==> config.mk <==
export PLATFORM = sky130hd
export DESIGN_NAME = round_sequencer
export DESIGN_NICKNAME = d
export VERILOG_FILES = /design/src/rtl/round_sequencer.sv
export SDC_FILE = /design/constraint.sdc
export NUM_CORES = 2
export LEC_CHECK = 0
export BUFFER_PORTS_ARGS = -buffer_cell sky130_fd_sc_hd__buf_2
export CORE_AREA = 2 2 525 527
export DETAILED_ROUTE_END_ITERATION = 12
export DIE_AREA = 0 0 527 529
export GPL_TIMING_DRIVEN = 0
export PLACE_DENSITY = 0.36
export SYNTH_ARGS = -nofsm -noshare
export SYNTH_HDL_FRONTEND = slang
export SYNTH_SLANG_ARGS = --single-unit
==> constraint.sdc <==
create_clock -name clk -period 16.8 [get_ports clk]
set_input_delay 0.84 -clock clk [delete_from_list [all_inputs] [get_ports clk]]
set_output_delay 0.84 -clock clk [all_outputs]
set_load 0.02 [all_outputs]
==> src/rtl/round_sequencer.sv <==
// SHA-256 round sequencer: accepts 512-bit blocks, streams W_t/K_t to the round
// datapath, and folds the returned working variables into the running hash.
module round_sequencer #(
   parameter logic [255:0] IV = 256'h6a09e667bb67ae853c6ef372a54ff53a510e527f9b05688c1f83d9ab5be0cd19
) (
   input  logic         clk,
   input  logic         rst,
   input  logic         blk_valid,
   output logic         blk_ready,
   input  logic [511:0] blk_data,
   input  logic         blk_first,
   input  logic [31:0]  cmp_a,
   input  logic [31:0]  cmp_b,
   input  logic [31:0]  cmp_c,
   input  logic [31:0]  cmp_d,
   input  logic [31:0]  cmp_e,
   input  logic [31:0]  cmp_f,
   input  logic [31:0]  cmp_g,
   input  logic [31:0]  cmp_h,
   output logic         cmp_en,
   output logic         cmp_init,
   output logic [31:0]  cmp_w,
   output logic [31:0]  cmp_k,
   output logic [31:0]  hash0,
   output logic [31:0]  hash1,
   output logic [31:0]  hash2,
   output logic [31:0]  hash3,
   output logic [31:0]  hash4,
   output logic [31:0]  hash5,
   output logic [31:0]  hash6,
   output logic [31:0]  hash7,
   output logic [255:0] digest,
   output logic         digest_valid,
   output logic         busy
);

   // state  | meaning
   // IDLE   | waiting for a block, blk_ready high
   // INIT   | datapath loads A..H from the hash registers
   // ROUNDS | 64 compression rounds, one W_t/K_t pair per cycle
   // FINAL  | feed-forward add of A..H into the hash, then back to IDLE
   typedef enum logic [1:0] {
      IDLE   = 2'd0,
      INIT   = 2'd1,
      ROUNDS = 2'd2,
      FINAL  = 2'd3
   } state_t;

   state_t       state;
   state_t       state_nxt;
   logic [5:0]   round;
   logic [31:0]  win [16];
   logic [31:0]  hash [8];
   logic [31:0]  cmp_x [8];
   logic [31:0]  w_next;
   logic         accept;

   function automatic logic [31:0] sig0(input logic [31:0] x);
      return {x[6:0], x[31:7]} ^ {x[17:0], x[31:18]} ^ {3'b000, x[31:3]};
   endfunction

   function automatic logic [31:0] sig1(input logic [31:0] x);
      return {x[16:0], x[31:17]} ^ {x[18:0], x[31:19]} ^ {10'b0, x[31:10]};
   endfunction

   function automatic logic [31:0] k_rom(input logic [5:0] idx);
      k_rom = 32'h0;
      case (idx)
         6'd0:  k_rom = 32'h428a2f98;
         6'd1:  k_rom = 32'h71374491;
         6'd2:  k_rom = 32'hb5c0fbcf;
         6'd3:  k_rom = 32'he9b5dba5;
         6'd4:  k_rom = 32'h3956c25b;
         6'd5:  k_rom = 32'h59f111f1;
         6'd6:  k_rom = 32'h923f82a4;
         6'd7:  k_rom = 32'hab1c5ed5;
         6'd8:  k_rom = 32'hd807aa98;
         6'd9:  k_rom = 32'h12835b01;
         6'd10: k_rom = 32'h243185be;
         6'd11: k_rom = 32'h550c7dc3;
         6'd12: k_rom = 32'h72be5d74;
         6'd13: k_rom = 32'h80deb1fe;
         6'd14: k_rom = 32'h9bdc06a7;
         6'd15: k_rom = 32'hc19bf174;
         6'd16: k_rom = 32'he49b69c1;
         6'd17: k_rom = 32'hefbe4786;
         6'd18: k_rom = 32'h0fc19dc6;
         6'd19: k_rom = 32'h240ca1cc;
         6'd20: k_rom = 32'h2de92c6f;
         6'd21: k_rom = 32'h4a7484aa;
         6'd22: k_rom = 32'h5cb0a9dc;
         6'd23: k_rom = 32'h76f988da;
         6'd24: k_rom = 32'h983e5152;
         6'd25: k_rom = 32'ha831c66d;
         6'd26: k_rom = 32'hb00327c8;
         6'd27: k_rom = 32'hbf597fc7;
         6'd28: k_rom = 32'hc6e00bf3;
         6'd29: k_rom = 32'hd5a79147;
         6'd30: k_rom = 32'h06ca6351;
         6'd31: k_rom = 32'h14292967;
         6'd32: k_rom = 32'h27b70a85;
         6'd33: k_rom = 32'h2e1b2138;
         6'd34: k_rom = 32'h4d2c6dfc;
         6'd35: k_rom = 32'h53380d13;
         6'd36: k_rom = 32'h650a7354;
         6'd37: k_rom = 32'h766a0abb;
         6'd38: k_rom = 32'h81c2c92e;
         6'd39: k_rom = 32'h92722c85;
         6'd40: k_rom = 32'ha2bfe8a1;
         6'd41: k_rom = 32'ha81a664b;
         6'd42: k_rom = 32'hc24b8b70;
         6'd43: k_rom = 32'hc76c51a3;
         6'd44: k_rom = 32'hd192e819;
         6'd45: k_rom = 32'hd6990624;
         6'd46: k_rom = 32'hf40e3585;
         6'd47: k_rom = 32'h106aa070;
         6'd48: k_rom = 32'h19a4c116;
         6'd49: k_rom = 32'h1e376c08;
         6'd50: k_rom = 32'h2748774c;
         6'd51: k_rom = 32'h34b0bcb5;
         6'd52: k_rom = 32'h391c0cb3;
         6'd53: k_rom = 32'h4ed8aa4a;
         6'd54: k_rom = 32'h5b9cca4f;
         6'd55: k_rom = 32'h682e6ff3;
         6'd56: k_rom = 32'h748f82ee;
         6'd57: k_rom = 32'h78a5636f;
         6'd58: k_rom = 32'h84c87814;
         6'd59: k_rom = 32'h8cc70208;
         6'd60: k_rom = 32'h90befffa;
         6'd61: k_rom = 32'ha4506ceb;
         6'd62: k_rom = 32'hbef9a3f7;
         6'd63: k_rom = 32'hc67178f2;
      endcase
   endfunction

   assign cmp_x[0] = cmp_a;
   assign cmp_x[1] = cmp_b;
   assign cmp_x[2] = cmp_c;
   assign cmp_x[3] = cmp_d;
   assign cmp_x[4] = cmp_e;
   assign cmp_x[5] = cmp_f;
   assign cmp_x[6] = cmp_g;
   assign cmp_x[7] = cmp_h;

   // W_{t+16} from the sliding window, which always holds W_t..W_{t+15}
   assign w_next = sig1(win[14]) + win[9] + sig0(win[1]) + win[0];

   always_comb begin
      state_nxt = state;
      blk_ready = 1'b0;
      accept    = 1'b0;
      cmp_en    = 1'b0;
      cmp_init  = 1'b0;
      cmp_w     = 32'h0;
      cmp_k     = 32'h0;
      case (state)
         IDLE: begin
            blk_ready = 1'b1;
            if (blk_valid) begin
               accept    = 1'b1;
               state_nxt = INIT;
            end
         end
         INIT: begin
            cmp_en    = 1'b1;
            cmp_init  = 1'b1;
            state_nxt = ROUNDS;
         end
         ROUNDS: begin
            cmp_en = 1'b1;
            cmp_w  = win[0];
            cmp_k  = k_rom(round);
            if (round == 6'd63) begin
               state_nxt = FINAL;
            end
         end
         FINAL: begin
            state_nxt = IDLE;
         end
         default: begin
            state_nxt = IDLE;
         end
      endcase
   end

   always_ff @(posedge clk) begin
      if (rst) begin
         state        <= IDLE;
         round        <= 6'd0;
         digest_valid <= 1'b0;
         for (int i = 0; i < 8; i++) begin
            hash[i] <= IV[255-32*i -: 32];
         end
         for (int i = 0; i < 16; i++) begin
            win[i] <= 32'h0;
         end
      end else begin
         state        <= state_nxt;
         digest_valid <= (state == FINAL);
         case (state)
            IDLE: begin
               if (accept) begin
                  for (int i = 0; i < 16; i++) begin
                     win[i] <= blk_data[511-32*i -: 32];
                  end
                  if (blk_first) begin
                     for (int i = 0; i < 8; i++) begin
                        hash[i] <= IV[255-32*i -: 32];
                     end
                  end
               end
            end
            INIT: begin
               round <= 6'd0;
            end
            ROUNDS: begin
               for (int i = 0; i < 15; i++) begin
                  win[i] <= win[i+1];
               end
               win[15] <= w_next;
               round   <= round + 6'd1;
            end
            FINAL: begin
               for (int i = 0; i < 8; i++) begin
                  hash[i] <= hash[i] + cmp_x[i];
               end
            end
            default: begin
            end
         endcase
      end
   end

   assign hash0  = hash[0];
   assign hash1  = hash[1];
   assign hash2  = hash[2];
   assign hash3  = hash[3];
   assign hash4  = hash[4];
   assign hash5  = hash[5];
   assign hash6  = hash[6];
   assign hash7  = hash[7];
   assign digest = {hash[0], hash[1], hash[2], hash[3], hash[4], hash[5], hash[6], hash[7]};
   assign busy   = (state != IDLE);

endmodule
# Yosys cells after proc, flatten, opt, wreduce, memory -nomap -nowiden
# Memories as Yosys holds them, arrays and structs flattened. A register that Yosys moved wholly into a read port is not among the register bits.
# Cells that the tools add are included.
[classes]
n_bitwise = 52
n_eq_ne = 6
n_addsub = 12
n_mux = 78
reduce_logical = 5
[ops]
columns = ["cell", "n"]
rows = [
  ["$mux 32", 50],
  ["$add 32x32->32", 11],
  ["$xor 32x32->32", 2],
  ["$or 1x1->1", 48],
  ["$xor 32x22->32", 1],
  ["$xor 32x29->32", 1],
  ["$mux 1", 22],
  ["$mux 6", 2],
  ["$pmux 6 s2", 1],
  ["$pmux 2 s4", 1],
  ["$add 6x1->6 const B", 1],
  ["$eq 6x6->1 const B", 1],
  ["$eq 2x2->1 const B", 2],
  ["$mux 2", 2],
  ["$ne 2x2->1 const B", 2],
  ["$reduce_bool 2->1", 2],
  ["$eq 2x1->1 const B", 1],
  ["$logic_not 2->1", 1],
  ["$reduce_and 2->1", 1],
  ["$reduce_or 2->1", 1],
]
[totals]
romBits = 2048
inputBits = 772
ramBits = 768
mem_count = 3
elab_cells = 159
regBits = 9
[mem_list]
columns = ["name", "depth", "word_bits", "read_ports", "rd_ports_with_merged_regs", "write_ports", "line", "source"]
rows = [
  ["(no name shown)", 64, 32, 1, 1, 0, "68", "case (idx)"],
  ["win", 16, 32, 16, 0, 16, "52", "logic [31:0] win [16];"],
  ["hash", 8, 32, 8, 0, 8, "53", "logic [31:0] hash [8];"],
]

# Depth between registers and ports, before layout
[logic_depth]
depth_word = 8
ltp_mapped = 18

# Worst setup path before layout
# Ideal clock, no wire load.
[synth_path]
kind = "input-to-reg"
startpoint = "in rst"
endpoint = "mem win[3][4], in the netlist win[0][100], enable pin"
n_path_buf = 3
path_stages = 5
setup_slack_ps = 9708
arrival_ps = 5342
cell_sequence = "clkbuf_1 clkbuf_8 nor2_1 clkbuf_1 nand2_1"
[synth_rtl]
columns = ["element", "line", "source"]
rows = [
  ["start: declaration", "7", "input logic rst,"],
  ["end: declaration", "52", ""],
]

==> results.py <==
metrics = {
    "status": {
        "status": "finished, final reports clean",
    },
    "grt": {
        "grt_pass1_vias": 49200,
        "track_usage_pct": 23.8,
        "antenna_found_initial": 208,
        "grt_max_degree": 66,
        "grt_overflow": 0,
        "grt_pass1_wl_um": 451000,
    },
    "detailed_routing": {
        "vias_per_cell": 4.67,
        "postRouteAntennaNets": 0,
        "totalWireLength_um": 345000,
        "avgRoutedWirePerCell_um": 31.8,
        "drt_first_pass_iters": 5,
        "wl_met2_um": 156000,
        "wirelength_met1_um": 149000,
        "detail_route.iter0.violations": 4486,
        "post-route-drc-count": 0,
        "num_vias": 50600,
        "wl_met3_um": 25600,
        "routed.top_layer": "met5",
    },
    "run": {
        "drv_cap": 0,
    },
    "yosys": {
        "synth_edf_count": 736,
        "ys_types": 85,
        "synthDominantCellAreaShare_pct": 41.0,
        "yosysWarnings": 0,
        "ys_ff_latch": 809,
        "syn_avg_cell_area_sq_um": 9.58,
        "synth_top_flop_cell": "edfxtp_1",
        "seq_area_frac_synth_pct": 43.7,
        "synthTopCellsByArea": "edfxtp_1 41%, ha_1 7.0%, nand2_1 5.5%",
        "synth_top_area_cell": "edfxtp_1",
        "syn_area_sq_um": 53900,
        "syn_nets": 6765,
        "synthArstFlopShare_pct": 0,
        "synthCells": 5623,
    },
    "floorplanning": {
        "die_area_sq_um": 279000,
        "start_util_pct": 19.7,
        "coreArea_sq_um": 273000,
        "die_h_um": 529,
        "io_pins": 1353,
        "rows": 192,
        "die_w_um": 527,
    },
    "worst_hold_path": {
        "min_path_type": "in -> reg",
        "hold_start": "blk_data[11]",
        "holdPathEnd": "win[1][235]",
        "whs_path_depth": 3,
    },
    "cts": {
        "cts_max_path_buffers": 3,
        "cts_made_buffers": 109,
        "postCtsHoldBufs": 0,
        "cts-root-buf": "clkbuf_16",
        "cts_resized": 0,
        "clock_latency_ps": 820,
        "cts_tree": "yes",
        "clock-sinks": 809,
        "post_cts_buffers": 0,
        "htree_levels": 3,
        "clk_pin_slew_ps": 70,
    },
    "sta": {
        "setup_violations": 0,
        "fin_crit_sh_pct": 33.0,
        "slew_headroom_pct": 5.86,
        "worst_pin_slew_ps": 1410,
        "clock_skew_ps": 94.1,
        "tns_ps": 0,
        "grt_setup_unrepaired": "no",
        "fin_crit_ps": 5540,
        "maxSlewViolCount": 0,
        "clock.fmax_mhz": 180,
        "hold_viol_final": 0,
    },
    "setup_path": {
        "r2r_setup_slack_ps": 11260,
        "rr_worst_depth": 12,
        "worstSetupEndpointType": "register",
        "worst_setup_path_start_kind": "register",
        "r2r_start": "state[1]",
        "critPathKind": "reg -> reg",
        "critPathRequiredTime_ps": 17470,
        "cp_data_arrival_time_ps": 6210,
        "crit_fanout": 17,
    },
    "cells_and_area": {
        "area_growth_pct": 28.3,
        "final_util_pct": 25.3,
        "drive_gt1_share_pct": 25.6,
        "nets": 8238,
    },
    "placed_design": {
        "dp_hpwl_um": 288000,
        "portBuffers": 1351,
        "place_congestion": 0.941,
    },
    "power_and_ir_drop": {
        "power.leakage_nw": 28.5,
        "powerDensity_nw_per_um2": 198,
        "vdd_ir_drop_max_mv": 0.289,
    },
}
worst max path at each step:
stage | from | end | slack [ps] | cells past startpoint
floorplan | rst | win[0][100] | 9710 | 5
global placement | rst | win[0][112] | 5790 | 5
detailed placement | state[1] | register | 11300 | 12
CTS | state[1] | register | 11270 | 12
global route | win[1][212] | win[1][254] | 11050 | 16
finish | state[1] | register | 11260 | 12
routing by layer:
metal / vias to the layer above / global-route usage, %
met5: - / 0
met4: 78 / 8.40
met3: 568 / 6.20
met2: 2040 / 38.1
met1: 25100 / 30.7
li1: 22900 / -
Yosys cell counts (117+ instances only):
library cell    n
nand2_1       793
nor2_1        538
xnor2_1       224
ha_1          300
a21o_1        146
xor2_1        117
clkbuf_1      238
edfxtp_1      736
o21ai_0       245
inv_1         238
mux2i_1       193
buf_4         256
a21oi_1       530
registers in the layout, summed over array words and instances (netlist names), named ones only:
signal	count
digest_valid	1
state	2
hash	256
win	512
round	6
cells in the final DEF (no fill, tap or decap), types with 75 or more instances in the layout:
cell type,synthesis,layout
nand2_1,793,790
xor2_1,117,117
clkbuf_16,0,109
o21ai_0,245,245
edfxtp_1,736,736
nor2_1,538,537
ha_1,300,300
nand3_1,75,75
buf_4,256,256
a21o_1,146,146
a21oi_1,530,530
inv_1,238,235
a22o_1,98,98
xnor2_1,224,224
mux2i_1,193,193
clkbuf_1,238,260
buf_2,9,1360
per-stage QoR:
stage | hold slack [ps] | total power [mW] | instance area [sq um] | setup WS [ps] | instances
2_1_floorplan | 507 | 8.30 | 53900 | 9710 | 5623
3_3_place_gp | 521 | 11.4 | 65100 | 5790 | 10600
3_5_place_dp | 518 | 11.3 | 65500 | 11300 | 10600
4_1_cts | 215 | 13.8 | 69000 | 11270 | 10800
5_1_grt | 271 | 14.6 | 69000 | 11050 | 10800
6_report | 314 | 13.7 | 69100 | 11260 | 10800
power breakdown:
| part | switching, mW | internal, mW |
|---|---|---|
| combinational | 5.05 | 2.75 |
| sequential | 0.568 | 2.95 |
| clock | 1.05 | 1.30 |
kinds of logic (layout without fill, tap and decap cells):
| logic type | count (synthesis) | count (layout) | share of synthesized area (%) |
|---|---|---|---|
| compound gates | 1432 | 1432 | 16.9 |
| buf+inv | 771 | 2331 | 7.26 |
| mux | 194 | 194 | 3.61 |
| xor+xnor | 341 | 341 | 5.54 |
| simple gates | 1706 | 1706 | 13.4 |
| flops | 809 | 809 | 43.7 |
| fa+ha+maj | 370 | 370 | 9.57 |
| other cells | 0 | 71 | 0 |
area by class of cell:
type | instances | area (sq um)
sequential | 809 | 23600
clock buffer | 136 | 2840
fill | 29900 | 204000
buffer | 530 | 3010
timing repair buffer | 1362 | 7060
tap | 3589 | 4490
antenna | 71 | 178
clock inverter | 62 | 641
multi-input combinational | 4043 | 26400
inverter | 241 | 915
worst max-delay path, cell delays in order, from the launching register on:
cell	delay [ps]
dfxtp_1	390
inv_1	80
ha_1	400
inv_1	180
a21oi_1	180
or2_2	350
inv_1	80
clkbuf_1	1010
ha_1	740
clkbuf_1	790
a21oi_1	500
a31oi_1	550
a21o_1	200
Power figures use the tool's default switching activity.
